<file path="src/rtl/gray_arb_pkg.sv">
// Shared types for the gray-image memory arbiter: state encoding, requester id
// and the read-return tag that rides alongside each issued memory read.
package gray_arb_pkg;

  localparam int AW_DEF = 14;
  localparam int DW_DEF = 8;

  typedef enum logic [1:0] {
    ARB   = 2'd0,
    LOCK0 = 2'd1,
    LOCK1 = 2'd2
  } arb_state_t;

  typedef logic req_id_t;

  typedef struct packed {
    logic    valid;
    req_id_t id;
  } rd_tag_t;

endpackage

</file>
<file path="src/rtl/gray_rd_tag_pipe.sv">
// Delay line for read tags, aligned so the last stage coincides with the cycle
// the memory presents the matching read data.
module gray_rd_tag_pipe
  import gray_arb_pkg::*;
#(
  parameter int DEPTH = 2
) (
  input  logic    clk,
  input  logic    reset,
  input  rd_tag_t tag_in,
  output rd_tag_t tag_out,
  output logic    any_valid
);

  rd_tag_t          stage_reg [DEPTH];
  logic [DEPTH-1:0] valid_vec;

  always_ff @(posedge clk or posedge reset) begin
    if (reset) begin
      for (int i = 0; i < DEPTH; i++) begin
        stage_reg[i] <= '0;
      end
    end else begin
      stage_reg[0] <= tag_in;
      for (int i = 1; i < DEPTH; i++) begin
        stage_reg[i] <= stage_reg[i-1];
      end
    end
  end

  generate
    for (genvar gi = 0; gi < DEPTH; gi++) begin : g_valid
      assign valid_vec[gi] = stage_reg[gi].valid;
    end
  endgenerate

  assign tag_out   = stage_reg[DEPTH-1];
  assign any_valid = |valid_vec;

endmodule

</file>
<file path="src/rtl/gray_mem_arbiter.sv">
// Round-robin arbiter with burst lock sharing one single-port gray-image read
// memory between two pixel-fetch engines; returns tagged read data per engine.
module gray_mem_arbiter
  import gray_arb_pkg::*;
#(
  parameter int AW     = AW_DEF,
  parameter int DW     = DW_DEF,
  parameter int RD_LAT = 1  // legal range 1..3
) (
  input  logic          clk,
  input  logic          reset,
  input  logic          m0_req,
  input  logic [AW-1:0] m0_addr,
  input  logic          m0_lock,
  output logic          m0_gnt,
  output logic          m0_rvalid,
  output logic [DW-1:0] m0_rdata,
  input  logic          m1_req,
  input  logic [AW-1:0] m1_addr,
  input  logic          m1_lock,
  output logic          m1_gnt,
  output logic          m1_rvalid,
  output logic [DW-1:0] m1_rdata,
  output logic          mem_en,
  output logic [AW-1:0] mem_addr,
  input  logic [DW-1:0] mem_rdata,
  output logic          busy
);

  arb_state_t state_reg, state_next;
  req_id_t    prio_reg;
  logic       gnt_any;
  req_id_t    gnt_id;
  rd_tag_t    tag_in, tag_out;
  logic       tags_busy;

  always_comb begin
    m0_gnt     = 1'b0;
    m1_gnt     = 1'b0;
    state_next = state_reg;
    case (state_reg)
      ARB: begin
        if (m0_req && (!m1_req || prio_reg == 1'b0)) begin
          m0_gnt = 1'b1;
        end else if (m1_req) begin
          m1_gnt = 1'b1;
        end
        if (m0_gnt && m0_lock) begin
          state_next = LOCK0;
        end else if (m1_gnt && m1_lock) begin
          state_next = LOCK1;
        end
      end
      LOCK0: begin
        m0_gnt = m0_req;
        if (!m0_lock) state_next = ARB;
      end
      LOCK1: begin
        m1_gnt = m1_req;
        if (!m1_lock) state_next = ARB;
      end
      default: state_next = ARB;
    endcase
  end

  assign gnt_any = m0_gnt | m1_gnt;
  assign gnt_id  = m1_gnt;

  // Locked grants also set prio to ~w, which is where it already sits.
  always_ff @(posedge clk or posedge reset) begin
    if (reset) begin
      state_reg <= ARB;
      prio_reg  <= 1'b0;
      mem_en    <= 1'b0;
      mem_addr  <= '0;
    end else begin
      state_reg <= state_next;
      mem_en    <= gnt_any;
      if (gnt_any) begin
        prio_reg <= ~gnt_id;
        mem_addr <= m1_gnt ? m1_addr : m0_addr;
      end
    end
  end

  assign tag_in = '{valid: gnt_any, id: gnt_id};

  gray_rd_tag_pipe #(
    .DEPTH(RD_LAT + 1)
  ) u_tag_pipe (
    .clk      (clk),
    .reset    (reset),
    .tag_in   (tag_in),
    .tag_out  (tag_out),
    .any_valid(tags_busy)
  );

  // Last tag stage lines up with mem_rdata; capture it for the owning engine only.
  always_ff @(posedge clk or posedge reset) begin
    if (reset) begin
      m0_rvalid <= 1'b0;
      m1_rvalid <= 1'b0;
      m0_rdata  <= '0;
      m1_rdata  <= '0;
    end else begin
      m0_rvalid <= tag_out.valid && (tag_out.id == 1'b0);
      m1_rvalid <= tag_out.valid && (tag_out.id == 1'b1);
      if (tag_out.valid && tag_out.id == 1'b0) m0_rdata <= mem_rdata;
      if (tag_out.valid && tag_out.id == 1'b1) m1_rdata <= mem_rdata;
    end
  end

  assign busy = (state_reg != ARB) | tags_busy;

endmodule
</file>
<file path="config.mk">
export PLATFORM = sky130hd
export DESIGN_NAME = gray_mem_arbiter
export DESIGN_NICKNAME = d
export VERILOG_FILES = /design/src/rtl/gray_arb_pkg.sv /design/src/rtl/gray_rd_tag_pipe.sv /design/src/rtl/gray_mem_arbiter.sv
export SDC_FILE = /design/constraint.sdc
export NUM_CORES = 1
export LEC_CHECK = 0
export BUFFER_PORTS_ARGS = -buffer_cell sky130_fd_sc_hd__buf_4
export CORE_ASPECT_RATIO = 1.25
export CORE_UTILIZATION = 45
export CTS_CLUSTER_SIZE = 8
export DETAILED_ROUTE_END_ITERATION = 8
export PLACE_DENSITY = 0.89
export SYNTH_ARGS = -nofsm -noshare
export SYNTH_HDL_FRONTEND = slang
export SYNTH_HIERARCHICAL = 1
export SYNTH_SLANG_ARGS = --single-unit
</file>
<file path="constraint.sdc">
create_clock -name clk -period 1.72 [get_ports clk]
set_input_delay 0.086 -clock clk [delete_from_list [all_inputs] [get_ports clk]]
set_output_delay 0.086 -clock clk [all_outputs]
set_load 0.02 [all_outputs]
</file>
* After elaboration in Yosys (flattened, before gate mapping)
Index checks and enable logic that the tools add are counted.
** Cells by class
- Add/sub/neg operators :: 0
- Multiply operators :: 0
- Divide/modulo/power cells :: 0
- Order comparisons :: 0
- Equal/unequal tests :: 5
- Shifts and indexed selects :: 0
- Muxes and demuxes :: 13
- Bitwise operators :: 5
- Reductions and logical operators :: 11
** Operators by type and width (count)
- $mux W14 :: 1
- $mux W2 :: 4
- $pmux W2 S3 :: 1
- $logic_and A1 B1 Y1 :: 5
- $mux W1 :: 5
- $ne A2 B2 Y1 const B :: 2
- $pmux W1 S2 :: 2
- $ne A3 B3 Y1 const B :: 1
- $not A1 Y1 :: 3
- $reduce_and A3 Y1 :: 1
- $eq A2 B1 Y1 const B :: 1
- $eq A2 B2 Y1 const B :: 1
- $logic_not A2 Y1 :: 1
- $or A1 B1 Y1 :: 2
- $reduce_bool A2 Y1 :: 1
- $reduce_or A2 Y1 :: 1
- $logic_not A1 Y1 :: 1
- $logic_or A1 B1 Y1 :: 1
** Storage, ports and cells
- Flip-flop bits (word level) :: 39
- Bits in latches :: 0
- RAM bits :: 0
- ROM bits :: 0
- Output and inout port bits :: 36
- Memories kept :: 0

* Logic depth before layout (Yosys ltp)
Gate-level depths: netlist (run 1).
- Depth after elaboration :: 9
- Gate-level depth with buffers :: 5

* By module
Netlist (run 1), hierarchy kept.
** By module, submodules not included
- gray_mem_arbiter :: times used 1, cells each 106, area each 1500.2 um^2, sequential area each 900.9 um^2
- gray_rd_tag_pipe :: times used 1, cells each 8, area each 125.1 um^2, sequential area each 100.1 um^2

* Worst setup path before layout (run 1)
OpenSTA, ideal clock, no wires.
- Path kind :: reg2reg
- Start :: register state_reg[1]
- End :: register mem_addr[0]
- Setup time :: 0.126 ns
- Arrival time :: 1.159 ns
- Slack :: 0.435 ns
- Cell stages (with the launch flop) :: 6
- Cells stage by stage :: dfrtp_1 > nor2b_1 > buf_6 > a21oi_2 > buf_6 > a221o_1
** Between the ends
- Longest elaborated chain between the ends :: 3
- Elaborated cells on any way between the ends :: 7
** RTL lines
- from (decl) :: RTL line gray_mem_arbiter.sv:30 : arb_state_t state_reg, state_next;
- from (signal assigned) :: RTL line gray_mem_arbiter.sv:77 : state_reg <= state_next;
- $eq A2 B2 Y1 / $logic_not A2 Y1 (equally long branches) :: RTL line gray_mem_arbiter.sv:41 : case (state_reg)
- $pmux W1 S2 (*) :: RTL line gray_mem_arbiter.sv:41
- net m1_gnt :: RTL line gray_mem_arbiter.sv:21 : output logic m1_gnt,
- $mux W14 / $or A1 B1 Y1 (equally long branches) :: RTL line gray_mem_arbiter.sv:81, gray_mem_arbiter.sv:66
- to (signal assigned) :: RTL line gray_mem_arbiter.sv:81 : mem_addr <= m1_gnt ? m1_addr : m0_addr;
- to (decl) :: RTL line gray_mem_arbiter.sv:25 : output logic [AW-1:0] mem_addr,
Mark *: on every way through the listed nets, which the timed path passes. The rest lies on a longest branch.
A chain may end at the register's enable or synchronous reset.

* Worst setup path after layout (run 1)
- Start :: register state_reg[1]
- End :: output m0_gnt
** Between the ends
- Longest elaborated chain between the ends :: 2
- Elaborated cells on any way between the ends :: 3
** RTL lines
- $eq A2 B1 Y1 / $logic_not A2 Y1 (equally long branches) :: RTL line gray_mem_arbiter.sv:41
- $pmux W1 S2 (*) :: RTL line gray_mem_arbiter.sv:41
- to (decl) :: RTL line gray_mem_arbiter.sv:15 : output logic m0_gnt,
Every way passes the cells marked *; elsewhere a longest branch is shown, timed or not.

==> flow_metrics.py, run 1 <==
metrics = {
    "yosys": {
        "yosysTopAreaCell": "dfrtp_1",
        "synth_area_leaders": "dfrtp_1 62%, a221o_1 8.6%, nor3b_1 7.4%",
        "synth_top_area_frac": 0.616,
        "synth_area_um2": 1630,
        "ys_seq_area_frac": 0.616,
        "ys_types": 19,
        "synth_nets": 156,
        "yosys_register_bits": 40,
        "synthCells": 114,
        "yosysWarnings": 6,
        "syn_avg_cell_area_um2": 14.3,
    },
    "outcome": {
        "status": "finished, violations left",
        "violations": "DRC",
    },
    "final_layout": {
        "area_delta_synth_final_pct": 44.1,
        "drive_gt1_frac": 0.510,
        "top_regs": "mem_addr (14), m0_rdata (8), m1_rdata (8)",
        "largest_reg_flops": 14,
        "regMostFlops": "mem_addr",
        "nets": 237,
        "antenna_cells": 0,
        "n_fill_cell": 283,
    },
    "run": {
        "cap_violations": 0,
    },
    "worst_setup_path": {
        "crit_path_end_kind": "output pin",
        "crit_chain": "nor2b_2 > buf_6 > o21a_4 > buf_4",
        "critPathKind": "reg2out",
        "critical_path_arrival_ns": 1.53,
        "worst_setup_path_start_kind": "register",
        "max_stage_delay_ns": 0.41,
        "r2r_cells": 3,
        "path_max_fanout": 16,
        "worstPathRequired_ns": 1.63,
        "rrSetupSlack_ns": 0.26,
        "slowest_stage": "dfrtp_1",
    },
    "placement": {
        "hpwl_um": 2650,
        "place_congestion": 0.741,
        "portBuffers": 77,
    },
    "routing": {
        "routed_wl_um": 3440,
        "firstDrtPassIters": 6,
        "num_vias": 1248,
        "drt_iter0_markers": 35,
        "drc_errors": 1,
        "ant_nets": 0,
        "wire_per_inst_um": 14.6,
        "vias_per_cell": 5.31,
    },
    "global_routing": {
        "grt_start_max_net_pins": 25,
        "grt-busiest-layer": "met2",
        "antenna_found_initial": 0,
        "grtUsageMet1": 0.215,
        "grt_pass1_wl_um": 5840,
        "gr-usage-met2": 0.349,
        "grt_use_met3": 0.0578,
        "grt-ovfl-total": 0,
        "grtUsageTotal": 0.195,
        "grt_pass1_vias": 1290,
    },
    "floorplan": {
        "die_h_um": 69.2,
        "dieWidth_um": 55.8,
        "placement_rows": 24,
        "coreArea_um2": 3480,
        "floorplan.initialDensity": 0.467,
        "ios": 78,
        "dieArea_um2": 3860,
    },
    "clock_network": {
        "clockBufferDepth": 2,
        "cts_tree": "yes",
        "cts_root_buffer": "clkbuf_8",
        "clk_pin_slew_ns": 0.08,
        "cts-htree-levels": 2,
        "numClockSinks": 40,
        "cts_setup_buffers": 0,
        "cts_buffers": 5,
        "clk_latency_ns": 0.29,
    },
    "timing": {
        "finClkSkew_ns": 0.0110,
        "setup_viol_count_final": 0,
        "slew_viol_final": 0,
        "fin_setup_tns_ns": 0,
        "max_slew.worst_pin.slew_ns": 0.565,
        "rsz0062_at_grt": "false",
        "slew_headroom": 0.621,
        "final_hold_viol_count": 0,
        "fmax_mhz": 620,
        "min_period_ns": 1.61,
        "min_period_over_period": 0.937,
    },
    "pwr": {
        "power_density_nw_per_um2": 1240,
        "peakVddDrop_mv": 0.889,
        "p_leak_nw": 1.13,
        "p_total_w": 0.00289,
    },
    "hold_path": {
        "hold_path_depth": 2,
        "hold_path.class": "in2reg",
    },
}
## cell type report
class                           instances  area [µm²]  share of cell area
Sequential cell                        40        1000               0.427
Timing Repair Buffer                   82         622               0.265
Multi-Input combinational cell         61         544               0.232
Clock buffer                            6        72.6              0.0310
Tap cell                               39        48.8              0.0208
Clock inverter                          2        35.0              0.0150
Inverter                                5        18.8             0.00801
## layout by cell type (no fill, tap or decap), drive strengths merged, types with 2 or more instances in the layout
master	count
nor2b	2
dfrtp	40
nor3b	16
mux2	16
buf	81
a21oi	3
nand2	2
clkbuf	6
nand2b	4
a221o	14
inv	5
## per-stage QoR
step	instance area (µm²)	instances	worst slack [ns]	hold slack, ns	util
6_report	2340	235	0.108	0.0127	0.672
4_1_cts	2340	235	0.0138	0.00946	0.672
5_1_grt	2340	235	0.0164	0.0114	0.672
2_1_floorplan	1630	114	0.435	-0.148	-
3_3_place_gp	2220	226	0.363	-0.0147	0.637
3_5_place_dp	2220	226	0.260	-0.00305	0.637
## report_power, final
part	total, W	internal (W)	switching [W]	leakage [nW]
combinational	0.000928	0.000464	0.000464	0.602
sequential	0.00123	0.00113	0.000102	0.478
clock	0.000734	0.000430	0.000304	0.0552
total	0.00289	0.00203	0.000869	1.13
## what timing repair did
| action | in CTS | in global routing |
|---|---|---|
| endpoints found under the setup margin | 1 | 1 |
| resized for setup | 1 | 1 |
| hold buffers | 1 | 0 |
| hold endpoints to repair | 40 | 0 |
## routing by layer
layer	routed length, µm	vias up
met4	53	0
met1	1300	598
met3	256	6
li1	-	574
met2	1830	70
met5	0	-
## path summary, 6_finish.rpt
path                                    startpoint                 endpoint
min reg2reg                u_tag_pipe/stage_reg[2]    u_tag_pipe/tag_out[0]
max reg2reg                           state_reg[0]              mem_addr[8]
max                                   state_reg[1]                   m0_gnt
max in group asynchronous                    reset              m1_rdata[3]
min                                   mem_rdata[1]              m0_rdata[1]
min in group asynchronous                    reset  u_tag_pipe/stage_reg[2]
## worst max-delay path: cells and delay by family (launching register included)
family          cells  cell delay, ns
compound gates      1            0.26
flops               1            0.41
buf+inv             2            0.38
simple gates        1            0.19
## Yosys cell counts, drive strengths merged
cell / instances
mux2: 16
nand2b: 4
or3: 1
a221o: 14
nor3b: 16
or2: 1
dfrtp: 40
nor2b: 2
a21oi: 3
inv: 5
a21o: 1
buf: 8
o21a: 1
nand2: 2
## logic make-up (layout without fill, tap and decap cells)
logic type | after synthesis | count (layout) | share of synthesized area
DFF | 40 | 40 | 0.616
and+or+nand+nor | 26 | 26 | 0.111
AOI/OAI and AO/OA | 19 | 19 | 0.112
muxes | 16 | 16 | 0.111
buffers and inverters | 13 | 95 | 0.0508
No activity file was read; power rests on OpenSTA's default activity.
==> run 2, diff against run 1 <==
==> constraint.sdc (replaced) <==
create_clock -name clk -period 1.72 [get_ports clk]
set_input_delay 0.086 -clock clk [delete_from_list [all_inputs] [get_ports clk]]
set_output_delay 0.086 -clock clk [all_outputs]
set_load 0.01 [all_outputs]
==> run 2 against run 1 <==
  * Via count increased by 1.8%
  * Critical path type unchanged
  * Fmax increased by 1.1%
  * Global-route usage increased by 1.4 points
  * Highest routed layer unchanged
  * Sequential share of layout area decreased by 0.16 points
  * Largest cell class unchanged
  * The flow still finishes with violations (DRC)
  * Register-to-register slack about the same
  * Critical path depth unchanged
  * Clock skew decreased by 0.0023 ns
  * Routed wire length increased by 9.0%
  * Combinational power decreased by 12%
  * Utilization increased by 0.25 points
  * Count of clock-buffer cells in the layout unchanged
==> flow_metrics.py, run 2 (same netlist as run 1, synthesis figures left out) <==
metrics = {
    "global_routing": {
        "grtUsageTotal": 0.209,
        "grt_pass1_wl_um": 6150,
        "antenna_found_initial": 0,
        "grt_pass1_vias": 1328,
        "grt_start_max_net_pins": 25,
        "grt-ovfl-total": 0,
    },
    "timing": {
        "final_hold_viol_count": 0,
        "max_slew.worst_pin.slew_ns": 0.558,
        "setup_viol_count_final": 0,
        "slew_viol_final": 0,
        "finClkSkew_ns": 0.00867,
        "fmax_mhz": 627,
        "fin_setup_tns_ns": 0,
        "min_period_over_period": 0.927,
        "rsz0062_at_grt": "false",
        "slew_headroom": 0.626,
        "min_period_ns": 1.59,
    },
    "floorplan": {
        "ios": 78,
        "coreArea_um2": 3480,
        "die_h_um": 69.2,
        "dieArea_um2": 3860,
        "floorplan.initialDensity": 0.467,
        "placement_rows": 24,
        "dieWidth_um": 55.8,
    },
    "run": {
        "cap_violations": 0,
    },
    "final_layout": {
        "final_cell_mix": "87 x buf_4, 40 x dfrtp_1, 16 x nor3b_1",
        "n_fill_cell": 266,
        "antenna_cells": 0,
        "area_delta_synth_final_pct": 44.6,
        "seq_area_um2": 1000,
        "largest_reg_flops": 14,
        "stdcell_area_um2": 2350,
        "final_common_cell": "buf_4",
        "nets": 243,
        "multiInputGateArea_um2": 542,
        "top_regs": "mem_addr (14), m0_rdata (8), m1_rdata (8)",
        "drive_gt1_frac": 0.517,
        "regMostFlops": "mem_addr",
    },
    "outcome": {
        "violations": "DRC",
        "status": "finished, violations left",
    },
    "clock_network": {
        "cts-htree-levels": 2,
        "cts_tree": "yes",
        "numClockSinks": 40,
        "cts_resized": 0,
        "clk_pin_slew_ns": 0.08,
        "cts_buffers": 5,
        "clk_latency_ns": 0.29,
        "clockBufferDepth": 2,
        "cts_root_buffer": "clkbuf_8",
    },
    "worst_setup_path": {
        "worst_setup_path_start_kind": "register",
        "critical_path_buf_inv_count": 2,
        "path_max_fanout": 16,
        "crit_path_end_kind": "output pin",
        "crit_path_frequent_cell": "buf_4",
        "crit_chain": "nor2b_1 > buf_4 > o21a_4 > buf_4",
        "slowest_stage": "dfrtp_1",
        "max_stage_delay_ns": 0.41,
        "worstPathRequired_ns": 1.63,
        "crit_family": "flip-flops",
        "critPathKind": "reg2out",
        "critical_path_arrival_ns": 1.51,
    },
    "routing": {
        "vias_per_cell": 5.30,
        "firstDrtPassIters": 5,
        "ant_nets": 0,
        "num_vias": 1271,
        "drt_iter0_markers": 27,
        "wire_per_inst_um": 15.6,
        "routed_wl_um": 3750,
        "drc_errors": 1,
    },
    "pwr": {
        "p_leak_nw": 1.15,
        "peakVddDrop_mv": 0.774,
        "power_density_nw_per_um2": 1120,
    },
    "placement": {
        "hpwl_um": 2740,
        "portBuffers": 77,
        "placed_cell_area_um2": 2220,
        "place_congestion": 0.743,
    },
    "hold_path": {
        "hold_path.class": "in2reg",
    },
}
[run 2: final timing paths]
kind,from,to,slack (ns),depth (start not counted)
worst max-delay path,state_reg[1],m0_gnt,0.13,4
worst min-delay path,mem_rdata[1],m0_rdata[1],0.007,2
worst max register to register,state_reg[1],mem_addr[13],0.25,5
worst min register to register,u_tag_pipe/stage_reg[2],u_tag_pipe/tag_out[0],0.37,0
max in group asynchronous,reset,m1_rdata[2],1.05,4
min in group asynchronous,reset,u_tag_pipe/stage_reg[2],0.24,3
[run 2: layer usage]
layer,GRT usage,wire [µm],vias to the layer above
met1,0.240,1430,613
met2,0.361,1980,63
met3,0.0578,257,10
li1,-,-,585
met5,0,0,-
met4,0.0917,81,0
[run 2: final cells by class]
type                            instances  area share
Timing Repair Buffer                   88       0.282
Tap cell                               39      0.0208
Clock buffer                            6      0.0309
Inverter                                5     0.00798
Clock inverter                          1     0.00213
Multi-Input combinational cell         61       0.230
Sequential cell                        40       0.426
[run 2: timing repair]
item                                    CTS  global route
hold buffers                              1             0
buffers inserted                          0             6
endpoints found under the hold margin    40             0
endpoints found under the setup margin    0             1
[run 2: power breakdown]
group | leakage (nW) | switching (W) | internal [W] | total [W]
sequential | 0.478 | 0.000103 | 0.00113 | 0.00123
combinational | 0.630 | 0.000338 | 0.000475 | 0.000814
clock | 0.0410 | 0.000304 | 0.000276 | 0.000580
total | 1.15 | 0.000746 | 0.00188 | 0.00263
[run 2: stage by stage]
stage	std cells	total power, W	hold WS, ns	worst slack [ns]	utilization
2_1_floorplan	114	0.00163	-0.148	0.444	-
3_3_place_gp	226	0.00200	-0.0148	0.372	0.637
3_5_place_dp	226	0.00205	-0.00562	0.256	0.637
4_1_cts	234	0.00263	0.00609	0.0409	0.662
5_1_grt	240	0.00277	0.0105	0.0403	0.675
6_report	240	0.00263	0.00733	0.125	0.675
==> run 3, diff against run 2 <==
--- a/config.mk
+++ b/config.mk
@@ -6,11 +6,13 @@
 export NUM_CORES = 1
 export LEC_CHECK = 0
 export BUFFER_PORTS_ARGS = -buffer_cell sky130_fd_sc_hd__buf_4
+export CELL_PAD_IN_SITES_DETAIL_PLACEMENT = 1
+export CELL_PAD_IN_SITES_GLOBAL_PLACEMENT = 2
 export CORE_ASPECT_RATIO = 1.25
-export CORE_UTILIZATION = 45
+export CORE_UTILIZATION = 28
 export CTS_CLUSTER_SIZE = 8
 export DETAILED_ROUTE_END_ITERATION = 8
-export PLACE_DENSITY = 0.89
+export PLACE_DENSITY = 0.88
 export SYNTH_ARGS = -nofsm -noshare
 export SYNTH_HDL_FRONTEND = slang
 export SYNTH_HIERARCHICAL = 1
==> run 3 against run 2 <==
  * The flow now finishes without violations
  * Cell count is 9.6% higher
  * Routed wire length rose by 10%
  * Non-clock buffer count down 3
  * Clock skew is 0.00061 ns lower
  * Flip-flop and latch count did not move
  * First-iteration DRC count is 130% higher
  * Global-route usage fell by 6.6 points
  * Critical path type unchanged
  * Highest routed layer unchanged
==> flow_metrics.py, run 3 (same netlist as run 1, synthesis figures left out) <==
metrics = {
    "routing": {
        "num_vias": 1264,
        "vias_per_cell": 4.81,
        "routed_wl_um": 4140,
        "drt_iter0_markers": 63,
        "firstDrtPassIters": 4,
        "wire_per_inst_um": 15.7,
        "ant_nets": 0,
        "drc_errors": 0,
    },
    "worst_setup_path": {
        "worst_setup_path_start_kind": "register",
        "critPathKind": "reg2out",
        "critical_path_arrival_ns": 1.50,
        "crit_family": "flip-flops",
        "crit_chain": "nor2b_2 > buf_4 > o21a_4 > buf_4",
        "crit_path_frequent_cell": "buf_4",
        "critical_path_buf_inv_count": 2,
        "max_stage_delay_ns": 0.42,
        "slowest_stage": "dfrtp_1",
        "worstPathRequired_ns": 1.63,
        "path_max_fanout": 16,
        "crit_path_end_kind": "output pin",
    },
    "floorplan": {
        "placement_rows": 30,
        "floorplan.initialDensity": 0.295,
        "ios": 78,
        "die_h_um": 87.2,
        "dieWidth_um": 70.1,
        "dieArea_um2": 6120,
        "coreArea_um2": 5520,
    },
    "placement": {
        "portBuffers": 77,
        "dp_cells": 253,
        "hpwl_um": 3090,
        "place_congestion": 0.686,
    },
    "pwr": {
        "p_sw_w": 0.000776,
        "power.share.combinational": 0.257,
        "p_leak_nw": 1.17,
        "power_density_nw_per_um2": 1260,
        "internal_power_w": 0.00232,
        "peakVddDrop_mv": 0.461,
        "swShare": 0.251,
        "power_frac_clock": 0.344,
        "power_frac_seq": 0.399,
    },
    "final_layout": {
        "top_regs": "mem_addr (14), m0_rdata (8), m1_rdata (8)",
        "n_fill_cell": 582,
        "final_common_cell": "buf_4",
        "regMostFlops": "mem_addr",
        "final_cells": 263,
        "drive_gt1_frac": 0.518,
        "final_cell_mix": "83 x buf_4, 40 x dfrtp_1, 16 x nor3b_1",
        "area_delta_synth_final_pct": 50.5,
        "largest_reg_flops": 14,
        "antenna_cells": 0,
        "final_core_util": 0.443,
        "nets": 240,
    },
    "timing": {
        "fin_setup_tns_ns": 0,
        "min_period_over_period": 0.920,
        "setup_viol_count_final": 0,
        "min_period_ns": 1.58,
        "max_slew.worst_pin.slew_ns": 0.476,
        "slew_viol_final": 0,
        "finClkSkew_ns": 0.00806,
        "rsz0062_at_grt": "false",
        "final_hold_viol_count": 0,
        "slew_headroom": 0.682,
        "fmax_mhz": 632,
    },
    "global_routing": {
        "grtUsageTotal": 0.144,
        "grt-ovfl-total": 0,
        "grt_pass1_vias": 1350,
        "grt_start_max_net_pins": 17,
        "grt_pass1_wl_um": 6800,
        "antenna_found_initial": 0,
    },
    "clock_network": {
        "clockBufferDepth": 2,
        "numClockSinks": 40,
        "cts_setup_buffers": 0,
        "clk_pin_slew_ns": 0.08,
        "cts_tree": "yes",
        "cts_buffers": 5,
        "cts-htree-levels": 2,
        "cts_root_buffer": "clkbuf_8",
        "clk_latency_ns": 0.29,
    },
    "hold_path": {
        "hold_path.class": "in2reg",
    },
    "run": {
        "cap_violations": 0,
    },
    "outcome": {
        "status": "completed",
    },
}
## run 3: cell types whose count changed in the layout (fill, tap and decap cells not counted)
cell / previous run / this run
nor2b_2: 1 / 2
bufinv_16: 0 / 3
clkinv_2: 1 / 0
dlygate4sd3_1: 1 / 2
buf_4: 87 / 83
nor2b_1: 1 / 0
clkbuf_1: 1 / 0
## run 3: path summary, 6_finish.rpt
check	start	to	slack [ns]	cells after the start
setup / recovery	state_reg[1]	m0_gnt	0.14	4
hold reg to reg	u_tag_pipe/stage_reg[2]	u_tag_pipe/tag_out[0]	0.35	0
max in group asynchronous	reset	mem_addr[7]	0.77	4
setup reg to reg	state_reg[0]	mem_addr[7]	0.40	4
min in group asynchronous	reset	u_tag_pipe/tag_out[0]	0.25	3
hold / removal	mem_rdata[2]	m0_rdata[2]	0.01	2
## run 3: power groups by stage
stage	combinational, W	clock [W]	sequential, W
2_1_floorplan	0.000312	0	0.00132
3_3_place_gp	0.000790	0	0.00125
3_5_place_dp	0.000805	0	0.00126
4_1_cts	0.000809	0.00109	0.00124
5_1_grt	0.000859	0.00113	0.00126
6_report	0.000796	0.00106	0.00123
## run 3: layer usage
metal	GRT usage	wire (µm)	vias to the layer above
met5	0	0	-
met4	0.0327	28	0
met3	0.0417	229	3
met2	0.248	2170	51
met1	0.178	1720	630
li1	-	-	580
## run 3: what timing repair did
item,CTS,global route
resized for setup,0,1
hold buffers,2,0
endpoints found under the setup margin,0,1
hold endpoints to repair,16,0
## run 3: final cells by class
cell class                 instances  area [µm²]  share of cell area
tap                               64        80.1              0.0327
clock buffer                       5        68.8              0.0281
timing repair buffer              85         643               0.263
sequential                        40        1000               0.409
multi-input combinational         61         544               0.223
inverter                           5        18.8             0.00767
clock inverter                     3        90.1              0.0368
## run 3: per-stage QoR
step	hold slack, ns	setup WS, ns	power, W	area, µm²
final	0.0131	0.138	0.00309	2450
after floorplan	-0.148	0.444	0.00163	1630
after global routing	0.00872	0.0409	0.00326	2450
after global placement	-0.0133	0.416	0.00204	2260
after detailed placement	-0.000101	0.338	0.00206	2260
after CTS	0.00389	0.0325	0.00314	2440
